### config.mk
export PLATFORM = sky130hd
export DESIGN_NAME = instruction_fetch_unit
export DESIGN_NICKNAME = d
export VERILOG_FILES = /design/src/rtl/riscv_defs_pkg.sv /design/src/rtl/ifu_fetch_buffer.sv /design/src/rtl/instruction_fetch_unit.sv
export SDC_FILE = /design/constraint.sdc
export NUM_CORES = 1
export LEC_CHECK = 0
export CAP_MARGIN = 10
export CORE_MARGIN = 4
export CORE_UTILIZATION = 30
export CTS_BUF_LIST = sky130_fd_sc_hd__clkbuf_4 sky130_fd_sc_hd__clkbuf_8 sky130_fd_sc_hd__clkbuf_16
export CTS_CLUSTER_SIZE = 24
export DETAILED_ROUTE_END_ITERATION = 10
export SLEW_MARGIN = 10
export SYNTH_ARGS = -nofsm -noshare
export SYNTH_HDL_FRONTEND = slang
export SYNTH_SLANG_ARGS = --single-unit
### constraint.sdc
create_clock -name clk -period 1.9 [get_ports clk]
set_input_delay 0.57 -clock clk [delete_from_list [all_inputs] [get_ports clk]]
set_output_delay 0.57 -clock clk [all_outputs]
set_load 0.01 [all_outputs]
### src/rtl/riscv_defs_pkg.sv
// Shared RV32I pipeline definitions: reset/NOP constants and fetch FSM encodings.
// Used by instruction_fetch_unit and ifu_fetch_buffer.
package riscv_defs_pkg;

  localparam logic [31:0] DEF_NOP_INSTR = 32'h0000_0013;
  localparam logic [31:0] DEF_RESET_PC  = 32'h0000_0000;

  typedef enum logic [1:0] {
    ST_BOOT  = 2'd0,
    ST_FETCH = 2'd1,
    ST_DROP  = 2'd2
  } fetch_state_t;

  function automatic logic [31:0] align_word(input logic [31:0] addr);
    return {addr[31:2], 2'b00};
  endfunction

endpackage

### src/rtl/ifu_fetch_buffer.sv
// One-entry {instr, pc, valid} holding register between instruction memory and IF/ID.
// Priority: clear > load > consume; an empty entry always shows the NOP word.
module ifu_fetch_buffer
  import riscv_defs_pkg::*;
#(
  parameter logic [31:0] NOP_WORD = DEF_NOP_INSTR
) (
  input  logic        clk,
  input  logic        reset,
  input  logic        load,
  input  logic [31:0] load_instr,
  input  logic [31:0] load_pc,
  input  logic        consume,
  input  logic        clear,
  output logic [31:0] instr,
  output logic [31:0] pc,
  output logic        valid
);

  always_ff @(posedge clk or negedge reset) begin
    if (!reset) begin
      instr <= NOP_WORD;
      pc    <= '0;
      valid <= 1'b0;
    end else if (clear) begin
      instr <= NOP_WORD;
      valid <= 1'b0;
    end else if (load) begin
      instr <= load_instr;
      pc    <= load_pc;
      valid <= 1'b1;
    end else if (consume) begin
      instr <= NOP_WORD;
      valid <= 1'b0;
    end
  end

endmodule

### src/rtl/instruction_fetch_unit.sv
// RV32I IF stage: owns the PC, fetches over a req/ack handshake, handles stall and redirect.
// Optional IFU_MISALIGN_CHECK_EN adds a registered misaligned_out pulse for unaligned redirects.
module instruction_fetch_unit
  import riscv_defs_pkg::*;
#(
  parameter logic [31:0] RESET_PC  = DEF_RESET_PC,
  parameter logic [31:0] NOP_INSTR = DEF_NOP_INSTR
) (
  input  logic        clk,
  input  logic        reset,
  input  logic        stall_in,
  input  logic        redirect_valid,
  input  logic [31:0] redirect_pc,
  output logic        imem_req,
  output logic [31:0] imem_addr,
  input  logic        imem_ack,
  input  logic [31:0] imem_rdata,
  output logic [31:0] instruction_out,
  output logic [31:0] pc_out,
  output logic        valid_out
`ifdef IFU_MISALIGN_CHECK_EN
  ,
  output logic        misaligned_out
`endif
);

  fetch_state_t state_reg, state_next;
  logic [31:0]  pc_reg, pc_next;
  logic [31:0]  drop_addr_reg;
  logic         pending_reg;
  logic         in_fetch;
  logic         load;
  logic         consume;

  assign in_fetch = (state_reg == ST_FETCH);
  assign load     = in_fetch && imem_req && imem_ack && !redirect_valid;
  assign consume  = valid_out && !stall_in;

  always_ff @(posedge clk or negedge reset) begin
    if (!reset) state_reg <= ST_BOOT;
    else        state_reg <= state_next;
  end

  always_comb begin
    state_next = state_reg;
    case (state_reg)
      ST_BOOT:  state_next = ST_FETCH;
      ST_FETCH: if (redirect_valid && imem_req && !imem_ack) state_next = ST_DROP;
      ST_DROP:  if (imem_ack) state_next = ST_FETCH;
      default:  state_next = ST_BOOT;
    endcase
  end

  // An outstanding request keeps req high even if the buffer fills and IF/ID stalls.
  always_comb begin
    imem_req  = 1'b0;
    imem_addr = pc_reg;
    case (state_reg)
      ST_FETCH: imem_req = pending_reg || !valid_out || !stall_in;
      ST_DROP: begin
        imem_req  = 1'b1;
        imem_addr = drop_addr_reg;
      end
      default: ;
    endcase
  end

  always_comb begin
    pc_next = pc_reg;
    if (redirect_valid) pc_next = align_word(redirect_pc);
    else if (load)      pc_next = pc_reg + 32'd4;
  end

  always_ff @(posedge clk or negedge reset) begin
    if (!reset) begin
      pc_reg        <= RESET_PC;
      drop_addr_reg <= RESET_PC;
      pending_reg   <= 1'b0;
    end else begin
      pc_reg      <= pc_next;
      pending_reg <= in_fetch && imem_req && !imem_ack && !redirect_valid;
      // Remember the address in flight so DROP can keep presenting it after pc moves on.
      if (in_fetch && redirect_valid) drop_addr_reg <= pc_reg;
    end
  end

  ifu_fetch_buffer #(
    .NOP_WORD (NOP_INSTR)
  ) u_fetch_buffer (
    .clk        (clk),
    .reset      (reset),
    .load       (load),
    .load_instr (imem_rdata),
    .load_pc    (pc_reg),
    .consume    (consume),
    .clear      (redirect_valid),
    .instr      (instruction_out),
    .pc         (pc_out),
    .valid      (valid_out)
  );

`ifdef IFU_MISALIGN_CHECK_EN
  always_ff @(posedge clk or negedge reset) begin
    if (!reset) misaligned_out <= 1'b0;
    else        misaligned_out <= redirect_valid && (redirect_pc[1:0] != 2'b00);
  end
`else
  logic unused_low_bits;
  assign unused_low_bits = ^redirect_pc[1:0];
`endif

endmodule

==> flow_summary.ini <==
[place]
dpl_cell_area_um2 = 8467
post-dp-hpwl_um = 13540
gp_congestion = 0.8991
numPortBuffers = 160

[pwr]
fin_total_pwr_mw = 12.83
powerDensity_nw_per_um2 = 1249
leakagePower_nw = 4.823
ir_drop_v = 0.0006398

[grt]
grt_overflow = 0
grt_max_degree = 51
grtUsageTotal_pct = 17.01
antenna_found_initial = 0
grt_pass1_wl_um = 29710
first_global_vias = 5427

[drt]
totalWireLength_um = 20930
drc_errors = 0
vias = 5370
drt_iter0_drc = 368
post_drt_wl_per_cell_um = 19.79
vias_per_cell = 5.076
drtAntennaViolNets = 0
drt_pre_antenna_iters = 7

[die]
start_util_pct = 30.68
num_rows = 51
die_area_um2 = 22370
coreArea_um2 = 19590
ios = 167
die_x_um = 149.6
die_h_um = 149.6

[logic_synthesis]
synth_area_um2 = 6011
ys_seq_elements = 126
synth_cells = 530
ys_warn_count = 0
synth_cell_types = 54
synthArstFlopShare_pct = 100.0
synth_top_flop_cell = dfrtp_1
synth_edf_count = 0
syn_area_per_cell_um2 = 11.34
yosysSeqAreaShare_pct = 52.52

[timing]
finalClockSkew_ns = 0.006538
hold_viol_final = 0
rsz0062_at_grt = yes
fmax_mhz = 432.3
finalSetupViolCount = 123
final_max_slew_viol_count = 0
relSlewSlack_pct = 44.74
fin_crit_sh_pct = 121.7
period_minus_slack_ns = 2.313
worst_slack_ns = -0.4130
worst_pin_slew_ns = 0.8280

[setup_path]
critPathTopFamily = buffers and inverters
crit_buf_inv = 4
required_ns = 1.33
crit_slowest_cell = dfrtp_1
critPathKind = reg2out
worstPathCellList = inv_2 > ha_4 > buf_12 > buf_8 > mux2_4 > buf_6
slowest_delay_ns = 0.39
arrival_ns = 1.74
crit_fanout = 5
endpoint_kind = primary output
worstSetupStartpointType = register

[clock_tree]
hold_buffers = 0
h-tree-depth = 4
clock_sinks = 126
clk_pin_slew_worst_paths_ns = 0.05
numCtsBuffers = 17
clk_latency_ns = 0.41
root_buffer = clkbuf_16
clockBufferDepth = 2
cts_tree = done

[final_layout]
nFillCells = 1721
nets = 855
seq_area_um2 = 3157
antennaDiodeCount = 0
multi_input_area_um2 = 3201
syn_to_final_growth_pct = 70.90
drive_gt1_share_pct = 39.72
largest_reg_flops = 32
largest-register = u_fetch_buffer.instr
stdcell_area_um2 = 10270

[outcome]
status = finished, violations left
violations = negative setup slack

[worst_hold_path]
hp-class = in2async

[job]
drv_cap = 0
## cell type report
cell class / count / share of cell area, %
Clock buffer: 19 / 4.348
Clock inverter: 11 / 1.864
Inverter: 11 / 0.4263
Multi-Input combinational cell: 352 / 31.16
Sequential cell: 126 / 30.73
Tap cell: 265 / 3.228
Timing Repair Buffer: 274 / 28.25
## worst paths after layout
check,from,depth (start not counted),slack (ns),to
hold reg to reg,u_fetch_buffer.instr[27],1,0.49,u_fetch_buffer.instr[27]
min in group clk,u_fetch_buffer.instr[27],1,0.49,u_fetch_buffer.instr[27]
hold / removal,reset,1,0.05,u_fetch_buffer.pc[23]
setup reg to reg,state_reg[0],11,-0.35,u_fetch_buffer.pc[17]
setup / recovery,state_reg[0],6,-0.41,imem_addr[6]
max in group asynchronous,reset,2,1.23,u_fetch_buffer.instr[1]
## power breakdown
group,internal [mW],switching (mW),leakage (nW),total (mW)
Clock,2.36,1.18,0.304,3.54
Combinational,3.00,2.19,2.96,5.19
Sequential,3.57,0.527,1.56,4.10
Total,8.92,3.90,4.82,12.8
## cells in the mapped netlist (all sizes together) (4+ instances only)
cell    count  area share, %
and4        4           0.58
nor3        6           0.50
nand2      46            2.9
ha          4           0.83
dfrtp     123             51
and3        6           0.62
nand4      23            2.4
or2         5           0.52
nor2b       9           0.94
a22o       29            4.2
o31ai       7           0.87
a21oi       6           0.50
nor2       12           0.79
or4         5           0.62
nor4        6           0.73
clkbuf     21            1.3
and2        5           0.52
a311o       4           0.67
xor2        5           0.73
o21ai      25            2.1
o311ai     11            1.9
buf        23            2.0
mux2       76             14
a22oi       5           0.62
nand3      26            2.5
inv        11           0.69
## cell usage in the layout, fill, tap and decap left out, types with 19 or more instances in the layout
cell	synthesis	routed
dfrtp_1	123	123
nand2_1	46	35
dlygate4sd2_1	0	42
a22o_1	29	29
buf_4	5	64
mux2_2	76	33
clkbuf_16	0	25
mux2_4	0	43
clkdlybuf4s50_1	0	63
dlymetal6s2s_1	0	22
nand3_1	24	19
nand4_1	23	23
buf_6	0	49
## logic make-up (layout without fill, tap and decap cells)
kind of cell,Yosys count,count (layout),synth area share (%)
fa+ha+maj,4,4,0.8327
other cells,1,4,0.06239
simple gates,162,162,14.76
xor+xnor,6,6,0.8743
mux,77,77,14.40
buf+inv,55,315,4.017
compound gates,99,99,12.53
flops,126,126,52.52
## through the flow
step	worst slack (ns)	hold WS [ns]	util (%)	setup TNS (ns)	instances
3_5_place_dp	-0.5279	0.4706	43.22	-53.29	993
4_1_cts	-0.4624	0.04333	48.36	-21.23	1033
6_report	-0.4130	0.05095	52.44	-31.50	1058
3_3_place_gp	-0.5324	0.4629	43.22	-48.81	993
2_1_floorplan	0.0006773	0.2744	-	0	533
5_1_grt	-0.4892	0.05392	52.44	-41.66	1058
## repair_timing
item                       in CTS  in global routing
gates cloned                    4                 10
pin swaps                      17                 69
setup endpoints to repair     159                142
buffers inserted               11                 19
gates resized for setup       269                127
## metal layers
metal	global-route usage, %	routed length, um	up-vias
met5	0	0	-
met4	5.126	431	0
met3	4.876	1185	30
met2	27.19	9949	182
met1	22.49	9368	2685
li1	-	-	2473
Power figures use the tool's default switching activity.
